`config.mk`:
```
export PLATFORM = sky130hd
export DESIGN_NAME = iir_coeff_loader
export DESIGN_NICKNAME = d
export VERILOG_FILES = /design/src/rtl/iir_coeff_loader.sv
export SDC_FILE = /design/constraint.sdc
export NUM_CORES = 1
export LEC_CHECK = 0
export ABC_AREA = 1
export BUFFER_PORTS_ARGS = -buffer_cell sky130_fd_sc_hd__buf_4
export CAP_MARGIN = 20
export CORE_ASPECT_RATIO = 1.1
export CORE_MARGIN = 5
export CORE_UTILIZATION = 60
export CTS_CLUSTER_DIAMETER = 100
export DETAILED_ROUTE_END_ITERATION = 16
export PLACE_DENSITY = 0.83
export SYNTH_ARGS = -nofsm -noshare
export SYNTH_HDL_FRONTEND = slang
export SYNTH_SLANG_ARGS = --single-unit
```
`constraint.sdc`:
```
create_clock -name clk -period 3.2 [get_ports clk]
set_clock_uncertainty 0.2 [all_clocks]
set_input_delay 0.16 -clock clk [delete_from_list [all_inputs] [get_ports clk]]
set_output_delay 0.16 -clock clk [all_outputs]
set_load 0.05 [all_outputs]
```
`src/rtl/iir_coeff_loader.sv`:
```
// Double-buffered coefficient loader for two cascaded biquads: a 10-word frame fills a shadow bank.
// Latency: the shadow bank is committed to the active outputs at the first sample_tick after the frame completes.
// Backpressure: wr_ready drops only while a completed frame waits for a sample_tick.
module iir_coeff_loader #(
  parameter int COEFF_WIDTH = 16,
  parameter int COEFF_FRAC  = 14
) (
  input  logic                          clk,
  input  logic                          rst,
  input  logic                          wr_valid,
  input  logic signed [COEFF_WIDTH-1:0] wr_data,
  input  logic                          wr_last,
  output logic                          wr_ready,
  input  logic                          sample_tick,
  output logic signed [COEFF_WIDTH-1:0] b0_1,
  output logic signed [COEFF_WIDTH-1:0] b1_1,
  output logic signed [COEFF_WIDTH-1:0] b2_1,
  output logic signed [COEFF_WIDTH-1:0] a1_1,
  output logic signed [COEFF_WIDTH-1:0] a2_1,
  output logic signed [COEFF_WIDTH-1:0] b0_2,
  output logic signed [COEFF_WIDTH-1:0] b1_2,
  output logic signed [COEFF_WIDTH-1:0] b2_2,
  output logic signed [COEFF_WIDTH-1:0] a1_2,
  output logic signed [COEFF_WIDTH-1:0] a2_2,
  output logic                          load_busy,
  output logic                          swap_done,
  output logic                          frame_err
);

  localparam logic [1:0] S_IDLE = 2'd0;
  localparam logic [1:0] S_LOAD = 2'd1;
  localparam logic [1:0] S_WAIT = 2'd2;

  // Unity gain in the coefficient Q format; b0 of each stage resets to this.
  localparam logic signed [COEFF_WIDTH-1:0] ONE = COEFF_WIDTH'(1) << COEFF_FRAC;

  logic [1:0] state;
  logic [3:0] idx;
  logic signed [COEFF_WIDTH-1:0] shadow [10];
  logic signed [COEFF_WIDTH-1:0] active [10];

  logic fire;
  logic last_pos;
  logic bad_last;
  logic do_swap;

  // Ready is a pure state decode, forced low while reset is held.
  assign wr_ready  = rst && (state != S_WAIT);
  assign load_busy = (state != S_IDLE);
  assign fire      = wr_valid && wr_ready;
  assign last_pos  = (idx == 4'd9);
  // In IDLE idx is 0, so a wr_last on the first word lands here as an error too.
  assign bad_last  = (wr_last != last_pos);
  assign do_swap   = (state == S_WAIT) && sample_tick;

  // Frame sequencing: word index, state transitions and error pulse.
  always_ff @(posedge clk) begin
    if (!rst) begin
      state     <= S_IDLE;
      idx       <= 4'd0;
      frame_err <= 1'b0;
    end else begin
      frame_err <= 1'b0;
      case (state)
        S_IDLE, S_LOAD: begin
          if (fire) begin
            if (bad_last) begin
              frame_err <= 1'b1;
              state     <= S_IDLE;
              idx       <= 4'd0;
            end else if (last_pos) begin
              state <= S_WAIT;
              idx   <= 4'd0;
            end else begin
              state <= S_LOAD;
              idx   <= idx + 4'd1;
            end
          end
        end
        S_WAIT: begin
          if (sample_tick) state <= S_IDLE;
        end
        default: begin
          state <= S_IDLE;
          idx   <= 4'd0;
        end
      endcase
    end
  end

  // Shadow bank captures each accepted word at the current index.
  always_ff @(posedge clk) begin
    if (!rst) begin
      for (int i = 0; i < 10; i++) shadow[i] <= (i == 0 || i == 5) ? ONE : '0;
    end else if (fire) begin
      shadow[idx] <= wr_data;
    end
  end

  // Active bank swaps atomically from the shadow bank on a tick in WAIT_TICK.
  always_ff @(posedge clk) begin
    if (!rst) begin
      for (int i = 0; i < 10; i++) active[i] <= (i == 0 || i == 5) ? ONE : '0;
      swap_done <= 1'b0;
    end else begin
      swap_done <= do_swap;
      if (do_swap) active <= shadow;
    end
  end

  assign b0_1 = active[0];
  assign b1_1 = active[1];
  assign b2_1 = active[2];
  assign a1_1 = active[3];
  assign a2_1 = active[4];
  assign b0_2 = active[5];
  assign b1_2 = active[6];
  assign b2_2 = active[7];
  assign a1_2 = active[8];
  assign a2_2 = active[9];

endmodule

```
======== After elaboration in Yosys (flattened, before gate mapping) ========
Cells that the tools add are included.
W data, S select, Z words.
word-level totals
  bits in registers ....................... 328
  output and inout bits ................... 164
operators by class
  add/sub/neg operators ................... 1
  order comparisons ....................... 2
  equality and inequality tests ........... 7
  multiplexer cells ....................... 13
  bitwise operators ....................... 2
  reductions and logical operators ........ 10
operator list
  operator               number
  $bwmux W160            1
  $demux W16 S4          1
  $mux W16               1
  $mux W4                3
  $mux W2                4
  $pmux W4 S2            1
  $ne A2 B2 Y1 const B   3
  $ge A5 B5 Y1 const B   1
  $lt A5 B1 Y1 const B   1
  $not A4 Y5             1
  $add A4 B1 Y4 const B  1
  $eq A4 B4 Y1 const B   1
  $logic_and A1 B1 Y1    4
  $pmux W2 S2            1
  $reduce_and A2 Y1      2
  $reduce_and A3 Y1      1
  $eq A2 B1 Y1 const B   1
  $eq A2 B2 Y1 const B   1
  $logic_not A2 Y1       1
  $reduce_bool A2 Y1     1
  $reduce_or A2 Y1       1
  $mux W1                1
  $ne A1 B1 Y1           1
  $not A1 Y1             1

======== Depth between registers and ports, before layout ========
  depth after elaboration ................. 6
  gate-level depth with buffers ........... 12

======== Least setup slack after synthesis ========
No wires, ideal clock.
  kind .................................... register to register
  from .................................... register idx[3]
  to ...................................... register idx[3]
  library setup time ...................... 0.070 ns
  arrival time ............................ 1.409 ns
  required time ........................... 2.930 ns
  slack ................................... 1.521 ns
  cell stages (with the launch flop) ...... 10
  cell sequence ........................... dfxtp_1 > inv_2 > nor2_2 > nand2_1 > ha_1 > inv_1 > nand2_1 > nor2_1 > nand3_1 > a21oi_1
on the way
  word-level cells in the longest chain between the ends .. 5
  elaborated cells on any way between the ends .. 7
RTL lines
  what                    line  RTL
  start, declared         38    logic [3:0] idx;
  start signal, assigned  76    idx <= idx + 4'd1;
  $eq A4 B4 Y1            51    assign last_pos = (idx == 4'd9);
  $ne A1 B1 Y1            53    assign bad_last = (wr_last != last_pos);
  via bad_last            44    logic bad_last;
  $mux W4                 67    if (bad_last) begin
  $mux W4                 66    if (fire) begin
  $pmux W4 S2             64    case (state)
The timed path passes the listed nets, and every way through them passes these cells. The select of a mux whose other input is x is not followed.
A chain may end at the register's enable or synchronous reset.

======== Final worst setup path ========
  from .................................... input rst
  to ...................................... register state[1]
on the way
  word-level cells in the longest chain between the ends .. 4
RTL lines
  what                         line  RTL
  start, declared              9     input logic rst,
  $logic_and A1 B1 Y1          48    assign wr_ready = rst && (state != S_WAIT);
  $logic_and A1 B1 Y1          50    assign fire = wr_valid && wr_ready;
  $ne A2 B2 Y1 (no line)       n/a
  $reduce_and A2 Y1 (no line)  n/a
  end signal, assigned         59    state <= S_IDLE;
  end signal, assigned         69    state <= S_IDLE;
  end signal, assigned         72    state <= S_WAIT;
  end, declared                37    logic [1:0] state;
Several ways; a longest one is shown, not always the timed one.

==> Flow_metrics.wiki <==
{| class="wikitable"
! Metric !! Value
|-
| Final hold violations || 0
|-
| Type of the most critical hold path || flop to flop
|-
| Number of I/O port buffers || 184
|-
| N_diodes || 0
|-
| NumNets Final || 1653
|-
| Layout Area Growth over Synthesis || 22.0%
|-
| Type of the worst setup path || input pin to flop
|-
| Core box area || 19200 µm²
|-
| Number of register bits inferred by synthesis || 328
|-
| Longest Clk Path Bufs || 3
|-
| Minimum period implied by the final worst setup slack || 2520 ps
|-
| Starting Density || 61.4%
|-
| Cells traversed along the worst timing path || dlygate4sd3_1 > buf_4 > nand3_4 > buf_12 > inv_1 > nand3_1 > a21oi_1 > dlygate4sd3_1
|-
| Routed via count divided by cell count || 5.68
|-
| CTS tree || built
|-
| Via count of the first global-routing pass || 9918
|-
| Clock transition at the register clock pins on the worst setup and hold paths after CTS || 70 ps
|-
| Number of synthesized flops with an enable pin || 0
|-
| Number of DRC markers after the initial detailed-route iteration || 827
|-
| Most area-hungry cell type in the Yosys netlist || sky130_fd_sc_hd__dfxtp_1
|-
| Number of H-tree levels || 1
|-
| Number of maximum-capacitance violations || 0
|-
| Crit-path slowest cell || sky130_fd_sc_hd__dlygate4sd3_1
|-
| Final cell utilization of the core || 74.8%
|-
| Most prevalent standard cell on the critical path || sky130_fd_sc_hd__dlygate4sd3_1
|-
| Cell at the root of the clock tree || sky130_fd_sc_hd__clkbuf_16
|-
| Aggregate negative setup slack || 0 ps
|-
| Endpoint of the most critical setup path || state[1]
|-
| Slack of the worst reg-to-reg path || 700 ps
|-
| Residual DRC count || 0
|-
| # setup viols final || 0
|-
| Largest net degree at the start of global routing || 162
|-
| Total routing usage reported by global routing || 27.6%
|-
| Maximum cell stage delay along the critical path || 580 ps
|-
| Clock Sink Count || 328
|-
| Count of mapped cells out of synthesis || 1504
|-
| Max Clk Rate || 0.397 GHz
|-
| Flip-flop count of the largest register after layout || 160
|-
| Final cell count without fillers || 1901
|-
| Crit. Startpoint || rst
|-
| Relative slew slack || 51.4%
|-
| Final estimated routing congestion in global placement || 0.872
|-
| Post-synth design cell area || 11800 µm²
|-
| Number of nets produced by synthesis || 1527
|-
| Pin slew with the least headroom to its limit || 729 ps
|-
| Final HPWL from detailed placement || 19100 µm
|-
| Number of cell instances on the worst register-to-register path || 7
|-
| Result of the run || finished, final reports clean
|-
| Total power density per cell area || 577 nW/µm²
|-
| Total of fill cells in the finished design || 1440
|-
| VDD IR max || 430 µV
|-
| Chip width || 144 µm
|-
| Number of cell rows || 53
|-
| Portion of synthesized cell area occupied by the leading cell type || 55.6%
|-
| Distinct cell type count after synthesis || 22
|-
| Required arrival time at the worst endpoint || 3490 ps
|-
| Number of gates given a new drive strength after cts || 0
|-
| Capturing point of the worst reg2reg path || state[1]
|-
| CP Data Arrival Time || 2810 ps
|-
| GRT Residual Overflow || 0
|-
| WL/cell || 17.1 µm
|-
| Die span in y || 157 µm
|-
| Fraction of final layout cells with drive strength greater than 1 || 16.7%
|-
| Final Routed Wirelength || 32500 µm
|-
| Initial antenna violation count || 0
|-
| Period utilisation layout || 78.7%
|-
| Critical Path Source Type || input pin
|-
| Number of I/O pins || 185
|-
| First-pass iteration count of the detailed router || 5
|-
| Warnings from Yosys || 0
|-
| Reported leakage power || 0.00567 µW
|-
| Number of CTS-inserted buffers || 30
|-
| Via count || 10800
|-
| First-pass GRT wire length || 51100 µm
|-
| Most frequently used flop master after synthesis || sky130_fd_sc_hd__dfxtp_1
|-
| Sequential share of the synthesized area || 55.6%
|-
| Most numerous cell in the Yosys netlist || sky130_fd_sc_hd__nand2_1
|-
| Critical register-to-register path startpoint || state[1]
|-
| Leading post-synthesis cells by instance count || sky130_fd_sc_hd__nand2_1 (343), sky130_fd_sc_hd__dfxtp_1 (328), sky130_fd_sc_hd__nor2_1 (190)
|-
| Syn avg cell area || 7.85 µm²
|-
| Dpl cells || 1824
|-
| Clock latency on the worst-skew pair || 550 ps
|-
| Antenna viol nets, final || 0
|-
| Reg with most FFs || shadow
|-
| Share of async-settable or async-resettable flops after synthesis || 0%
|-
| Cells taking the most area after synthesis || sky130_fd_sc_hd__dfxtp_1 (56%), sky130_fd_sc_hd__nand2_1 (11%), sky130_fd_sc_hd__a21oi_1 (6.8%)
|-
| Unrepaired setup endpoints after global routing || false
|-
| Max-slew violation count || 0
|-
| DIE AREA || 22600 µm²
|-
| Biggest fanout along the worst timing path || 58
|-
| CP endpoint kind || flop
|}
## critical path, delay by kind of cell
kind,cells,cell delay (ps)
AND/OR/NAND/NOR,2,510
AO/OA/AOI/OAI,1,150
buffers and inverters,5,1930
## final cells by class
class	instances	area (µm²)	area share [%]
tap	247	309	2.15
timing repair buffer	217	1740	12.1
clock inverter	11	185	1.29
clock buffer	45	898	6.24
sequential	328	6570	45.6
multi-input combinational	1036	4620	32.1
inverter	17	68.8	0.478
## per-layer routing
metal | GRT usage, % | vias to the layer above | part of all wire (%)
met1 | 37.3 | 5056 | 41
li1 | - | 5176 | -
met5 | 0 | - | 0
met3 | 4.44 | 90 | 7.6
met2 | 45.3 | 482 | 48
met4 | 9.51 | 0 | 3.2
## cells by family after synthesis
family	Yosys count	synth area share, %
AOI/OAI and AO/OA	322	13.7
adders and majority gates	2	0.212
buffers and inverters	140	5.37
DFF	328	55.6
and+or+nand+nor	712	25.1
## through the flow
stage          hold WS, ps  total power [µW]  instance area [µm²]  setup slack, ps
2_1_floorplan          169              4400                11800             1520
3_3_place_gp           234              4500                13100             1010
3_5_place_dp           243              4500                13100              907
4_1_cts                246              8310                14400              759
5_1_grt                274              8530                14400              584
6_report               251              8300                14400              680
## what timing repair did
action | CTS | global route
hold buffers | 21 | 0
endpoints found under the setup margin | 0 | 0
hold endpoints to repair | 166 | 0
buffers inserted | 0 | 0
## layout by cell type (no fill, tap or decap)
| master | Yosys | routed |
|---|---|---|
| sky130_fd_sc_hd__clkbuf_16 | 0 | 31 |
| sky130_fd_sc_hd__nor2_4 | 6 | 6 |
| sky130_fd_sc_hd__nor2_2 | 7 | 7 |
| sky130_fd_sc_hd__inv_1 | 11 | 11 |
| sky130_fd_sc_hd__o21ai_0 | 151 | 151 |
| sky130_fd_sc_hd__o21ai_1 | 10 | 10 |
| sky130_fd_sc_hd__dlygate4sd3_1 | 0 | 21 |
| sky130_fd_sc_hd__nand2_2 | 10 | 10 |
| sky130_fd_sc_hd__clkinvlp_4 | 0 | 2 |
| sky130_fd_sc_hd__nand4_1 | 1 | 1 |
| sky130_fd_sc_hd__clkbuf_1 | 70 | 7 |
| sky130_fd_sc_hd__inv_2 | 6 | 4 |
| sky130_fd_sc_hd__buf_4 | 14 | 191 |
| sky130_fd_sc_hd__nand2_1 | 343 | 343 |
| sky130_fd_sc_hd__clkbuf_8 | 0 | 7 |
| sky130_fd_sc_hd__inv_4 | 0 | 2 |
| sky130_fd_sc_hd__buf_12 | 0 | 5 |
| sky130_fd_sc_hd__bufinv_16 | 0 | 5 |
| sky130_fd_sc_hd__ha_1 | 2 | 2 |
| sky130_fd_sc_hd__nand3b_1 | 1 | 1 |
| sky130_fd_sc_hd__dfxtp_1 | 328 | 328 |
| sky130_fd_sc_hd__nand3_4 | 0 | 2 |
| sky130_fd_sc_hd__nor2_1 | 190 | 190 |
| sky130_fd_sc_hd__a21oi_1 | 161 | 161 |
| sky130_fd_sc_hd__clkinv_2 | 0 | 4 |
| sky130_fd_sc_hd__nand3_1 | 11 | 10 |
| sky130_fd_sc_hd__nor3_1 | 142 | 142 |
## power by group
part	internal (µW)	leakage (µW)	switching (µW)	total [µW]
Combinational	76.5	0.00250	231	308
Sequential	4110	0.00265	20.1	4130
Clock	2340	0.000527	1520	3860
Total	6530	0.00567	1770	8300
## worst min path at each step
stage / from / to / slack, ps / cells past startpoint
floorplan: sample_tick / state[1] / 170 / 2
global placement: shadow[158] / b0_1[14] / 230 / 2
detailed placement: shadow[78] / b0_2[14] / 240 / 2
CTS: shadow[64] / b0_2[0] / 250 / 2
global route: shadow[80] / a2_1[0] / 270 / 2
finish: shadow[64] / b0_2[0] / 250 / 2
Note: power is estimated with default switching activity, not from simulation.
